==> config.mk <==
export PLATFORM = sky130hd
export DESIGN_NAME = demux8_dispatcher
export DESIGN_NICKNAME = d
export VERILOG_FILES = /design/src/rtl/demux8_pkg.sv /design/src/rtl/rr_pick8.sv /design/src/rtl/demux8_dispatcher.sv
export SDC_FILE = /design/constraint.sdc
export NUM_CORES = 1
export LEC_CHECK = 0
export CORE_ASPECT_RATIO = 1.25
export CORE_MARGIN = 2
export CORE_UTILIZATION = 52
export DETAILED_ROUTE_END_ITERATION = 16
export PLACE_DENSITY = 0.92
export SLEW_MARGIN = 20
export SYNTH_ARGS = -nofsm -noshare
export SYNTH_HDL_FRONTEND = slang
export SYNTH_SLANG_ARGS = --single-unit
==> constraint.sdc <==
create_clock -name clk -period 5.13 [get_ports clk]
set_clock_uncertainty 0.2 [all_clocks]
set_input_delay 0.7695 -clock clk [delete_from_list [all_inputs] [get_ports clk]]
set_output_delay 0.7695 -clock clk [all_outputs]
set_load 0.02 [all_outputs]
==> src/rtl/demux8_pkg.sv <==
// demux8_pkg -- shared constants and types for the 8-way dispatcher.
//   NUM_OUT : number of downstream sinks
//   SEL_W   : width of the demux select / round-robin pointer
//   CNT_W   : width of the optional dispatch counter
//   state_t : payload buffer FSM state (EMPTY = buffer invalid, FULL = valid)
package demux8_pkg;

    localparam int NUM_OUT = 8;
    localparam int SEL_W   = 3;
    localparam int CNT_W   = 16;

    typedef enum logic {
        EMPTY = 1'b0,
        FULL  = 1'b1
    } state_t;

endpackage

==> src/rtl/rr_pick8.sv <==
// rr_pick8 -- combinational round-robin search over 8 requesters.
// Scans ptr_i, ptr_i+1, ... ptr_i+7 (mod 8) and returns the first index
// whose request bit is set.
//   req_i   [7:0] : request vector (one bit per sink)
//   ptr_i   [2:0] : highest-priority index
//   grant_o [2:0] : winning index (0 when any_o=0)
//   any_o         : at least one request is set
module rr_pick8
    import demux8_pkg::*;
(
    input  logic [NUM_OUT-1:0] req_i,
    input  logic [SEL_W-1:0]   ptr_i,
    output logic [SEL_W-1:0]   grant_o,
    output logic               any_o
);

    logic [SEL_W-1:0] idx;

    always_comb begin
        grant_o = '0;
        any_o   = 1'b0;
        idx     = '0;
        for (int k = 0; k < NUM_OUT; k++) begin
            // Index arithmetic wraps naturally in SEL_W bits.
            idx = ptr_i + SEL_W'(k);
            if (!any_o && req_i[idx]) begin
                grant_o = idx;
                any_o   = 1'b1;
            end
        end
    end

endmodule

==> src/rtl/demux8_dispatcher.sv <==
// demux8_dispatcher -- single-buffer dispatcher from one upstream stream to
// eight sinks, choosing the sink by round-robin among the ready ones.
//
// Handshake: a transfer happens on a rising clk edge where valid and ready
// are both high. The upstream side uses in_valid/in_ready. The downstream
// side is offer-on-ready: out_valid is one-hot only at a sink whose
// out_ready is already high, so any non-zero out_valid is a transfer that
// cycle. in_ready combinationally depends on out_ready so a new word can
// replace a word being dispatched in the same cycle (1 word/cycle).
//
// Ports:
//   clk                 : clock, rising edge
//   reset               : asynchronous, active-high
//   in_valid / in_ready : upstream handshake
//   in_data [DATA_W]    : upstream payload
//   out_valid[8]        : one-hot target sink (0 = no offer)
//   out_ready[8]        : per-sink accept
//   out_data [DATA_W]   : buffered payload, common to all sinks
//   sel[3]              : demux select {s2,s1,s0}; target index when
//                         dispatching, otherwise the round-robin pointer
//   dispatch_cnt[16]    : only when DEMUX8_DISPATCH_CNT_EN is defined;
//                         wrapping count of downstream transfers
//
// Build option: define DEMUX8_DISPATCH_CNT_EN to add dispatch_cnt.
module demux8_dispatcher
    import demux8_pkg::*;
#(
    parameter int DATA_W = 8
) (
    input  logic               clk,
    input  logic               reset,
    input  logic               in_valid,
    output logic               in_ready,
    input  logic [DATA_W-1:0]  in_data,
    output logic [NUM_OUT-1:0] out_valid,
    input  logic [NUM_OUT-1:0] out_ready,
    output logic [DATA_W-1:0]  out_data,
`ifdef DEMUX8_DISPATCH_CNT_EN
    output logic [CNT_W-1:0]   dispatch_cnt,
`endif
    output logic [SEL_W-1:0]   sel
);

    state_t            state_q, state_d;
    logic [SEL_W-1:0]  ptr_q, ptr_d;
    logic [DATA_W-1:0] buf_q, buf_d;

    logic [SEL_W-1:0]  grant;
    logic              any_rdy;
    logic              dn_xfer;
    logic              up_xfer;

    rr_pick8 u_pick (
        .req_i   (out_ready),
        .ptr_i   (ptr_q),
        .grant_o (grant),
        .any_o   (any_rdy)
    );

    always_ff @(posedge clk or posedge reset) begin
        if (reset) begin
            state_q <= EMPTY;
            ptr_q   <= '0;
            buf_q   <= '0;
        end else begin
            state_q <= state_d;
            ptr_q   <= ptr_d;
            buf_q   <= buf_d;
        end
    end

    always_comb begin
        dn_xfer   = 1'b0;
        in_ready  = 1'b0;
        up_xfer   = 1'b0;
        out_valid = '0;
        sel       = ptr_q;
        state_d   = state_q;
        ptr_d     = ptr_q;
        buf_d     = buf_q;

        dn_xfer = (state_q == FULL) && any_rdy && !reset;
        // Gated by reset so nothing is accepted while reset is held.
        in_ready = !reset && ((state_q == EMPTY) || dn_xfer);
        up_xfer  = in_valid && in_ready;

        if (dn_xfer) begin
            out_valid = NUM_OUT'(1) << grant;
            sel       = grant;
            ptr_d     = grant + SEL_W'(1);
        end

        if (up_xfer) begin
            buf_d   = in_data;
            state_d = FULL;
        end else if (dn_xfer) begin
            state_d = EMPTY;
        end
    end

    assign out_data = buf_q;

`ifdef DEMUX8_DISPATCH_CNT_EN
    logic [CNT_W-1:0] cnt_q, cnt_d;

    always_comb begin
        cnt_d = cnt_q;
        if (dn_xfer) begin
            cnt_d = cnt_q + CNT_W'(1);
        end
    end

    always_ff @(posedge clk or posedge reset) begin
        if (reset) begin
            cnt_q <= '0;
        end else begin
            cnt_q <= cnt_d;
        end
    end

    assign dispatch_cnt = cnt_q;
`endif

endmodule

==> results.yml, run 1 <==
cts:
  cts_sinks: 12
  clk_latency_ns: 0.24
  cts_buffers: 3
  h-tree-depth: 1
  clk_path_buf_depth: 2
  cts_resized: 1
  cts_root_buf: "clkbuf_8"
  cts_tree: "done"
  hold_buffers: 0
  cts_setup_buffers: 0
  path_clk_slew_ns: 0.05
placed_design:
  routabilityCongestion: 0.9345
  dp.cells: 261
  post-dp-hpwl_mm: 3.796
  portBuffers: 38
sta:
  worstMarginPinSlew_ns: 0.6129
  fmax_mhz: 202.0
  rsz0062_at_grt: "no"
  finalCriticalPeriod_ns: 4.950
  period_share: 0.9649
  finalSetupViolCount: 0
  timing.final.hold_violations: 0
  tns_ns: 0
  drv_slew: 0
  slew-limit-headroom: 0.5914
floorplan:
  coreArea_mm2: 0.003252
  die_h_um: 69.40
  die-area_mm2: 0.003909
  io_pins: 39
  initial_core_util: 0.5471
  die_width_um: 56.32
  rows: 23
setup_path:
  crit_path_top_delay_cell: "clkdlybuf4s50_1"
  crit_chain: "clkdlybuf4s50_1, mux4_2, mux2_4, a21oi_1, buf_4, a311oi_1, a21oi_1, mux2_2, clkdlybuf4s50_1"
  crit_arrival_ns: 3.98
  cp_data_required_time_ns: 4.16
  critPathLaunchType: "input pin"
  crit_type: "in -> out"
  critPathMaxFanout: 9
  end_kind: "output port"
  critPathMaxStageDelay_ns: 0.62
detailed_routing:
  vias_per_cell: 6.358
  drt_iter0_markers: 71
  drt-wirelength-per-cell_um: 18.01
  ant_nets: 0
  drt_pass1_iterations: 4
  wl_mm: 4.773
  vias: 1685
  drcViolationCount: 0
synthesis:
  synth_edf_count: 0
  syn_inst: 184
  yosysWarnings: 0
  syn_area_mm2: 0.001779
  synthTopCellsByArea: "dfrtp_1 (17%), mux2i_1 (12%), mux4_2 (11%), mux2_2 (8.2%), ha_1 (5.6%)"
  ys_seq_elements: 12
  synth_ff_type: "dfrtp_1"
  synth_nets: 211
  synth_top_area_frac: 0.1688
  synth_cell_type_count: 49
  synthArstFlopShare: 1.000
  synth.avg_cell_area_um2: 9.670
  yosysTopAreaCell: "dfrtp_1"
  ys_seq_area_frac: 0.1688
global_route:
  grt_max_degree: 23
  grt_first_pass_wirelength_mm: 7.748
  grtUsageTotal: 0.2488
  grt_remaining_overflow: 0
  antenna_found_initial: 0
  grt_pass1_vias: 1703
worst_hold_path:
  hold_class: "reg -> reg"
power:
  power_switching_mw: 0.9161
  vdd_drop_max_uv: 675.4
  p_int_mw: 0.8470
  swShare: 0.5196
  pwr_density_cell_mw_per_mm2: 756.8
  clkPwrFrac: 0.058
  p_total_mw: 1.763
  p_seq_frac: 0.089
  p_leak_nw: 1.114
  power.share.combinational: 0.854
layout:
  drive_above_1_share: 0.2281
  diodes: 0
  final_common_cell: "clkdlybuf4s50_1"
  syn_to_final_growth_pct: 30.94
  nNetsFinal: 256
  final_util: 0.7164
  layoutNonFillerInstCount: 265
  final_cell_mix: "clkdlybuf4s50_1 (28), mux2i_1 (22), buf_4 (15), nand2_1 (14), mux2_2 (13)"
run_status:
  status: "complete, no violations"
job:
  drv_cap: 0
## cells in the mapped netlist (3+ instances only)
library cell,instances
nand3_1,3
and3_1,4
o21a_1,3
a21oi_1,6
dfrtp_1,12
clkbuf_1,5
nand2_1,14
o21ai_0,10
ha_1,8
nor2_1,7
mux4_2,9
mux2i_1,22
and2_1,4
mux2_1,6
and3b_1,3
buf_2,4
inv_1,8
buf_6,4
mux2_2,13
## worst max-delay path, delay by kind of cell
family          cells  cell delay [ns]
compound gates      3             0.78
buf+inv             3             1.28
mux                 3             1.15
## logic make-up after synthesis
group	after synthesis	share of synthesized area
AND/OR/NAND/NOR	46	0.1442
flip-flops	12	0.1688
AO/OA/AOI/OAI	42	0.1864
XOR/XNOR	2	0.009847
adder cells (fa/ha/maj)	8	0.05626
multiplexers	51	0.3664
buffers and inverters	23	0.06821
## power groups by stage
stage / registers (mW) / clock network, mW / logic (mW)
floorplan: 0.144 / 0 / 1.10
finish: 0.157 / 0.102 / 1.50
detailed placement: 0.158 / 0 / 1.45
global placement: 0.156 / 0 / 1.41
global route: 0.161 / 0.108 / 1.63
CTS: 0.156 / 0.105 / 1.46
## flip-flops by register name, indices dropped and copies added, names as in the netlist
register	flops
ptr_q	3
out_data	8
state_q	1
## metal layers
layer / vias to the layer above / track usage / part of all wire
met5: - / 0 / 0
met4: 0 / 0.1640 / 0.054
met3: 23 / 0.02425 / 0.048
met2: 76 / 0.4170 / 0.49
met1: 800 / 0.2969 / 0.40
li1: 786 / - / -
## area by class of cell
type                    instances  area (um^2)
well taps                      37        46.29
fillers                       245        922.1
flip-flops and latches         12        300.3
repair buffers                 53        514.2
clock buffers                   4        55.05
inverters                      10        37.54
multi-input cells             149         1376
## final timing paths
check                                         from                       to  slack (ns)  cells after the start
min in group asynchronous                    reset  out_data[1]$_DFFE_PP0P_        0.81                      2
setup reg to reg              ptr_q[1]$_DFFE_PP0P_     ptr_q[2]$_DFFE_PP0P_        1.34                     11
hold / removal             out_data[7]$_DFFE_PP0P_  out_data[7]$_DFFE_PP0P_        0.29                      1
hold reg to reg            out_data[7]$_DFFE_PP0P_  out_data[7]$_DFFE_PP0P_        0.29                      1
setup / recovery                      out_ready[5]                   sel[2]        0.18                      9
max in group asynchronous                    reset  out_data[6]$_DFFE_PP0P_        3.59                      2
## metrics by stage
step | area, um^2 | setup WS, ns | hold WS (ns)
detailed placement | 2235 | -0.009529 | 0.2789
global route | 2330 | 0.005897 | 0.3022
global placement | 2235 | 0.09419 | 0.2667
CTS | 2288 | 0.02246 | 0.2954
finish | 2330 | 0.1799 | 0.2908
floorplan | 1779 | 0.9280 | 0.4017
Note: power is estimated with default switching activity, not from simulation.
==> run 2: changes to the inputs <==
--- a/config.mk
+++ b/config.mk
@@ -6,7 +6,6 @@
 export NUM_CORES = 1
 export LEC_CHECK = 0
 export CORE_ASPECT_RATIO = 1.25
-export CORE_MARGIN = 2
 export CORE_UTILIZATION = 52
 export DETAILED_ROUTE_END_ITERATION = 16
 export PLACE_DENSITY = 0.92
==> constraint.sdc (replaced) <==
create_clock -name clk -period 4.69 [get_ports clk]
set_clock_uncertainty 0.2 [all_clocks]
set_input_delay 0.7035 -clock clk [delete_from_list [all_inputs] [get_ports clk]]
set_output_delay 0.7035 -clock clk [all_outputs]
set_load 0.02 [all_outputs]
==> run 2 against run 1 <==
  * Cell count grew 8.3%
  * Setup slack lost 0.059 ns
  * Final area grew 6.0%
  * Combinational power grew 23%
  * Largest cell class unchanged
==> results.yml, run 2 (same netlist as run 1, synthesis figures left out) <==
worst_hold_path:
  hold_path_end: "out_data[3]$_DFFE_PP0P_"
  hold_class: "reg -> reg"
  whs_path_depth: 1
  min_from: "out_data[3]$_DFFE_PP0P_"
global_route:
  antenna_found_initial: 0
  grt_pass1_vias: 1912
  grt_first_pass_wirelength_mm: 8.769
  grt_remaining_overflow: 0
  grt_max_degree: 23
  grtUsageTotal: 0.3324
setup_path:
  r2r_end: "ptr_q[2]$_DFFE_PP0P_"
  end_kind: "output port"
  critPathMaxFanout: 9
  crit_arrival_ns: 3.67
  critPathLaunchType: "input pin"
  cp_top_family: "buffers and inverters"
  cp_data_required_time_ns: 3.79
  r2r_slack_ns: 1.04
  crit_chain: "clkdlybuf4s50_1, buf_4, mux4_2, mux2_2, buf_4, a21oi_1, o22ai_1, a311oi_1, a21oi_2, mux2_2, dlygate4sd2_1"
  reg2reg_depth: 11
  critPathMaxStageDelay_ns: 0.50
  crit_type: "in -> out"
  r2r-start: "ptr_q[0]$_DFFE_PP0P_"
  critPathBufInv: 4
  crit_path_top_delay_cell: "mux4_2"
sta:
  hold_slack_ns: 0.2946
  period_share: 0.9743
  finalCriticalPeriod_ns: 4.569
  timing.final.hold_violations: 0
  slew-limit-headroom: 0.5722
  finalSetupViolCount: 0
  worstMarginPinSlew_ns: 0.6418
  tns_ns: 0
  drv_slew: 0
  fmax_mhz: 218.8
cts:
  cts_tree: "done"
  cts_buffers: 3
  clk_latency_ns: 0.23
  cts_sinks: 12
  clk_path_buf_depth: 2
  hold_buffers: 0
  cts_root_buf: "clkbuf_8"
  path_clk_slew_ns: 0.05
  h-tree-depth: 1
layout:
  largest_register_ffs: 8
  final_cell_mix: "buf_4 (38), clkdlybuf4s50_1 (27), mux2i_1 (22), nand2_1 (14), mux2_2 (13)"
  drive_above_1_share: 0.3240
  diodes: 0
  syn_to_final_growth_pct: 38.75
  fill_cells: 211
  final_util: 0.7659
  nNetsFinal: 279
  final_common_cell: "buf_4"
detailed_routing:
  wl_mm: 5.403
  vias: 1780
  drt_pass1_iterations: 4
  ant_nets: 0
  drt-wirelength-per-cell_um: 18.83
  drt_iter0_markers: 60
  vias_per_cell: 6.202
  drcViolationCount: 0
power:
  p_total_mw: 2.112
  p_leak_nw: 1.097
  vdd_drop_max_uv: 593.9
  pwr_density_cell_mw_per_mm2: 855.4
placed_design:
  post-dp-hpwl_mm: 4.173
  routabilityCongestion: 0.9146
  portBuffers: 38
floorplan:
  coreArea_mm2: 0.003223
  die_h_um: 67.40
  initial_core_util: 0.5520
  die_width_um: 54.32
  die-area_mm2: 0.003661
  io_pins: 39
  rows: 23
run_status:
  status: "complete, no violations"
job:
  drv_cap: 0
==> run 2: layer usage <==
metal,share of wire,global-route usage,vias to the layer above
met3,0.059,0.09910,28
li1,-,-,827
met1,0.37,0.3273,830
met5,0,0,-
met2,0.53,0.5884,95
met4,0.039,0.2019,0
==> run 2: final cells by class <==
cell class,instances,area [um^2],area share
clock buffers,3,41.29,0.01673
inverters,10,37.54,0.01521
multi-input cells,149,1405,0.5692
flip-flops and latches,12,300.3,0.1216
well taps,37,46.29,0.01875
repair buffers,76,638.1,0.2585
==> run 2: through the flow <==
step | setup slack, ns | area [um^2] | std cells
floorplan | 0.5540 | 1779 | 184
finish | 0.1206 | 2469 | 287
global route | -0.001243 | 2469 | 287
detailed placement | -0.2276 | 2400 | 283
CTS | 0.04854 | 2442 | 286
global placement | -0.1235 | 2400 | 283
==> run 2: worst max-delay path by stage <==
stage | startpoint | end | slack, ns | cells after the start
2_1_floorplan | ptr_q[0]$_DFFE_PP0P_ | out_valid[7] | 0.55 | 14
3_3_place_gp | out_ready[2] | out_valid[7] | -0.12 | 11
3_5_place_dp | out_ready[5] | out_valid[3] | -0.23 | 12
4_1_cts | out_ready[1] | out_valid[0] | 0.05 | 11
5_1_grt | out_ready[7] | out_valid[7] | -0.001 | 12
6_report | out_ready[5] | sel[2] | 0.12 | 11
==> run 2: power by group <==
group	internal [mW]	leakage (nW)	switching, mW
Clock	0.0562	0.0216	0.0331
Sequential	0.130	0.141	0.0423
Combinational	0.842	0.934	1.01
==> run 2: what timing repair did <==
action / 4_1_cts / 5_1_grt
resized for setup: 13 / 14
setup endpoints to repair: 11 / 8
buffers inserted: 0 / 1
cloned: 0 / 0
endpoints found under the hold margin: 0 / 0
pin swaps: 0 / 3
==> run 3: changes to the inputs <==
--- a/config.mk
+++ b/config.mk
@@ -13,3 +13,4 @@
 export SYNTH_ARGS = -nofsm -noshare
 export SYNTH_HDL_FRONTEND = slang
 export SYNTH_SLANG_ARGS = --single-unit
+export TNS_END_PERCENT = 10
==> run 3 against run 2 <==
  * Wire length shrank 0.98%
  * Worst hold slack is essentially flat
  * Combinational power is essentially flat
  * Sequential share of layout area is essentially flat
  * Non-clock buffer count shrank 1
  * Critical path depth grew 1
  * Largest power group unchanged
==> results.yml, run 3 (same netlist as run 1, synthesis figures left out) <==
power:
  p_total_mw: 2.085
  pwr_density_cell_mw_per_mm2: 846.8
  vdd_drop_max_uv: 614.1
  p_leak_nw: 1.088
floorplan:
  io_pins: 39
  die_width_um: 54.32
  die_h_um: 67.40
  rows: 23
  die-area_mm2: 0.003661
  initial_core_util: 0.5520
  coreArea_mm2: 0.003223
layout:
  largest_register_ffs: 8
  diodes: 0
  multi_input_area_mm2: 0.001405
  final_cell_mix: "buf_4 (37), clkdlybuf4s50_1 (27), mux2i_1 (22), nand2_1 (14), mux2_2 (13)"
  fill_cells: 215
  final_common_cell: "buf_4"
  drive_above_1_share: 0.3213
  regArea_um2: 300.3
  syn_to_final_growth_pct: 38.40
  layoutNonFillerInstCount: 286
  nNetsFinal: 278
cts:
  path_clk_slew_ns: 0.05
  clk_path_buf_depth: 2
  cts_buffers: 3
  hold_buffers: 0
  cts_sinks: 12
  cts_root_buf: "clkbuf_8"
  clk_latency_ns: 0.23
  h-tree-depth: 1
  cts_setup_buffers: 0
  cts_tree: "done"
setup_path:
  reg2reg_depth: 10
  r2r_end: "ptr_q[2]$_DFFE_PP0P_"
  critPathLaunchType: "input pin"
  critPathMaxFanout: 5
  crit_arrival_ns: 3.70
  crit_start: "out_ready[7]"
  cp_data_required_time_ns: 3.79
  r2r_slack_ns: 1.14
  endpoint: "out_valid[2]"
  r2r-start: "ptr_q[0]$_DFFE_PP0P_"
  end_kind: "output port"
  crit_type: "in -> out"
detailed_routing:
  wl_mm: 5.350
  drt_pass1_iterations: 4
  drcViolationCount: 0
  vias: 1776
  ant_nets: 0
  drt-wirelength-per-cell_um: 18.71
  vias_per_cell: 6.210
  drt_iter0_markers: 66
sta:
  finalSetupViolCount: 0
  fmax_mhz: 217.4
  drv_slew: 0
  period_share: 0.9807
  tns_ns: 0
  finalCriticalPeriod_ns: 4.599
  timing.final.hold_violations: 0
  worstMarginPinSlew_ns: 0.6322
  slew-limit-headroom: 0.5785
  rsz0062_at_grt: "yes"
worst_hold_path:
  hold_class: "reg -> reg"
job:
  drv_cap: 0
placed_design:
  dp.cells: 283
  routabilityCongestion: 0.9146
  post-dp-hpwl_mm: 4.173
  portBuffers: 38
global_route:
  antenna_found_initial: 0
  grt_max_degree: 23
  grt_first_pass_wirelength_mm: 8.769
  grt_pass1_vias: 1912
  grtUsageTotal: 0.3324
  grt_remaining_overflow: 0
run_status:
  status: "complete, no violations"
run 3: cell types whose count changed in the layout (fill, tap and decap cells not counted), sizes merged:
| cell | before | now |
|---|---|---|
| clkdlybuf4s15 | 1 | 2 |
| dlygate4sd2 | 6 | 5 |
| buf | 38 | 37 |
run 3: final cells by class:
cell class                 count  area share
clock buffer                   3     0.01677
inverter                      10     0.01524
multi-input combinational    149      0.5706
sequential                    12      0.1220
tap                           37     0.01880
timing repair buffer          75      0.2566
run 3: how the worst min path moves through the flow:
stage                                 start                      end  cells past startpoint
floorplan                             reset  out_data[0]$_DFFE_PP0P_                      1
global placement    out_data[7]$_DFFE_PP0P_  out_data[7]$_DFFE_PP0P_                      1
detailed placement  out_data[3]$_DFFE_PP0P_  out_data[3]$_DFFE_PP0P_                      1
CTS                 out_data[3]$_DFFE_PP0P_  out_data[3]$_DFFE_PP0P_                      1
global route        out_data[2]$_DFFE_PP0P_  out_data[2]$_DFFE_PP0P_                      1
finish              out_data[3]$_DFFE_PP0P_  out_data[3]$_DFFE_PP0P_                      1
run 3: worst max-delay path: stages:
cell and delay (ns):
clkdlybuf4s50_1 0.48, buf_4 0.18, mux4_2 0.52, nand2_1 0.09
o211a_1 0.23, o21ai_4 0.10, or3_4 0.43, a31oi_4 0.21
inv_2 0.07, ha_1 0.21, and3b_1 0.17, clkdlybuf4s15_1 0.28
run 3: power breakdown:
group	internal [mW]	switching, mW	total, mW	leakage, nW
Sequential	0.130	0.0418	0.172	0.141
Clock	0.0561	0.0321	0.0882	0.0216
Combinational	0.828	0.997	1.83	0.926
Total	1.01	1.07	2.09	1.09
run 3: repair_timing:
item	CTS	global route
pin swaps	0	3
setup endpoints to repair	11	8
gates resized for setup	13	15
run 3: routing by layer:
| layer | vias up | wire [um] | GRT usage |
|---|---|---|---|
| li1 | 828 | - | - |
| met1 | 846 | 1959 | 0.3273 |
| met2 | 82 | 2914 | 0.5884 |
| met3 | 20 | 303 | 0.09910 |
| met4 | 0 | 172 | 0.2019 |
| met5 | - | 0 | 0 |
run 3: through the flow:
stage | worst slack, ns | instance area (um^2) | hold slack [ns] | utilization
final | 0.09056 | 2462 | 0.2943 | 0.7640
after global routing | -0.01865 | 2462 | 0.3204 | 0.7640
after CTS | 0.04854 | 2442 | 0.3018 | 0.7578
after detailed placement | -0.2276 | 2400 | 0.2857 | 0.7446
after global placement | -0.1235 | 2400 | 0.2714 | 0.7446
after floorplan | 0.5540 | 1779 | 0.3762 | -
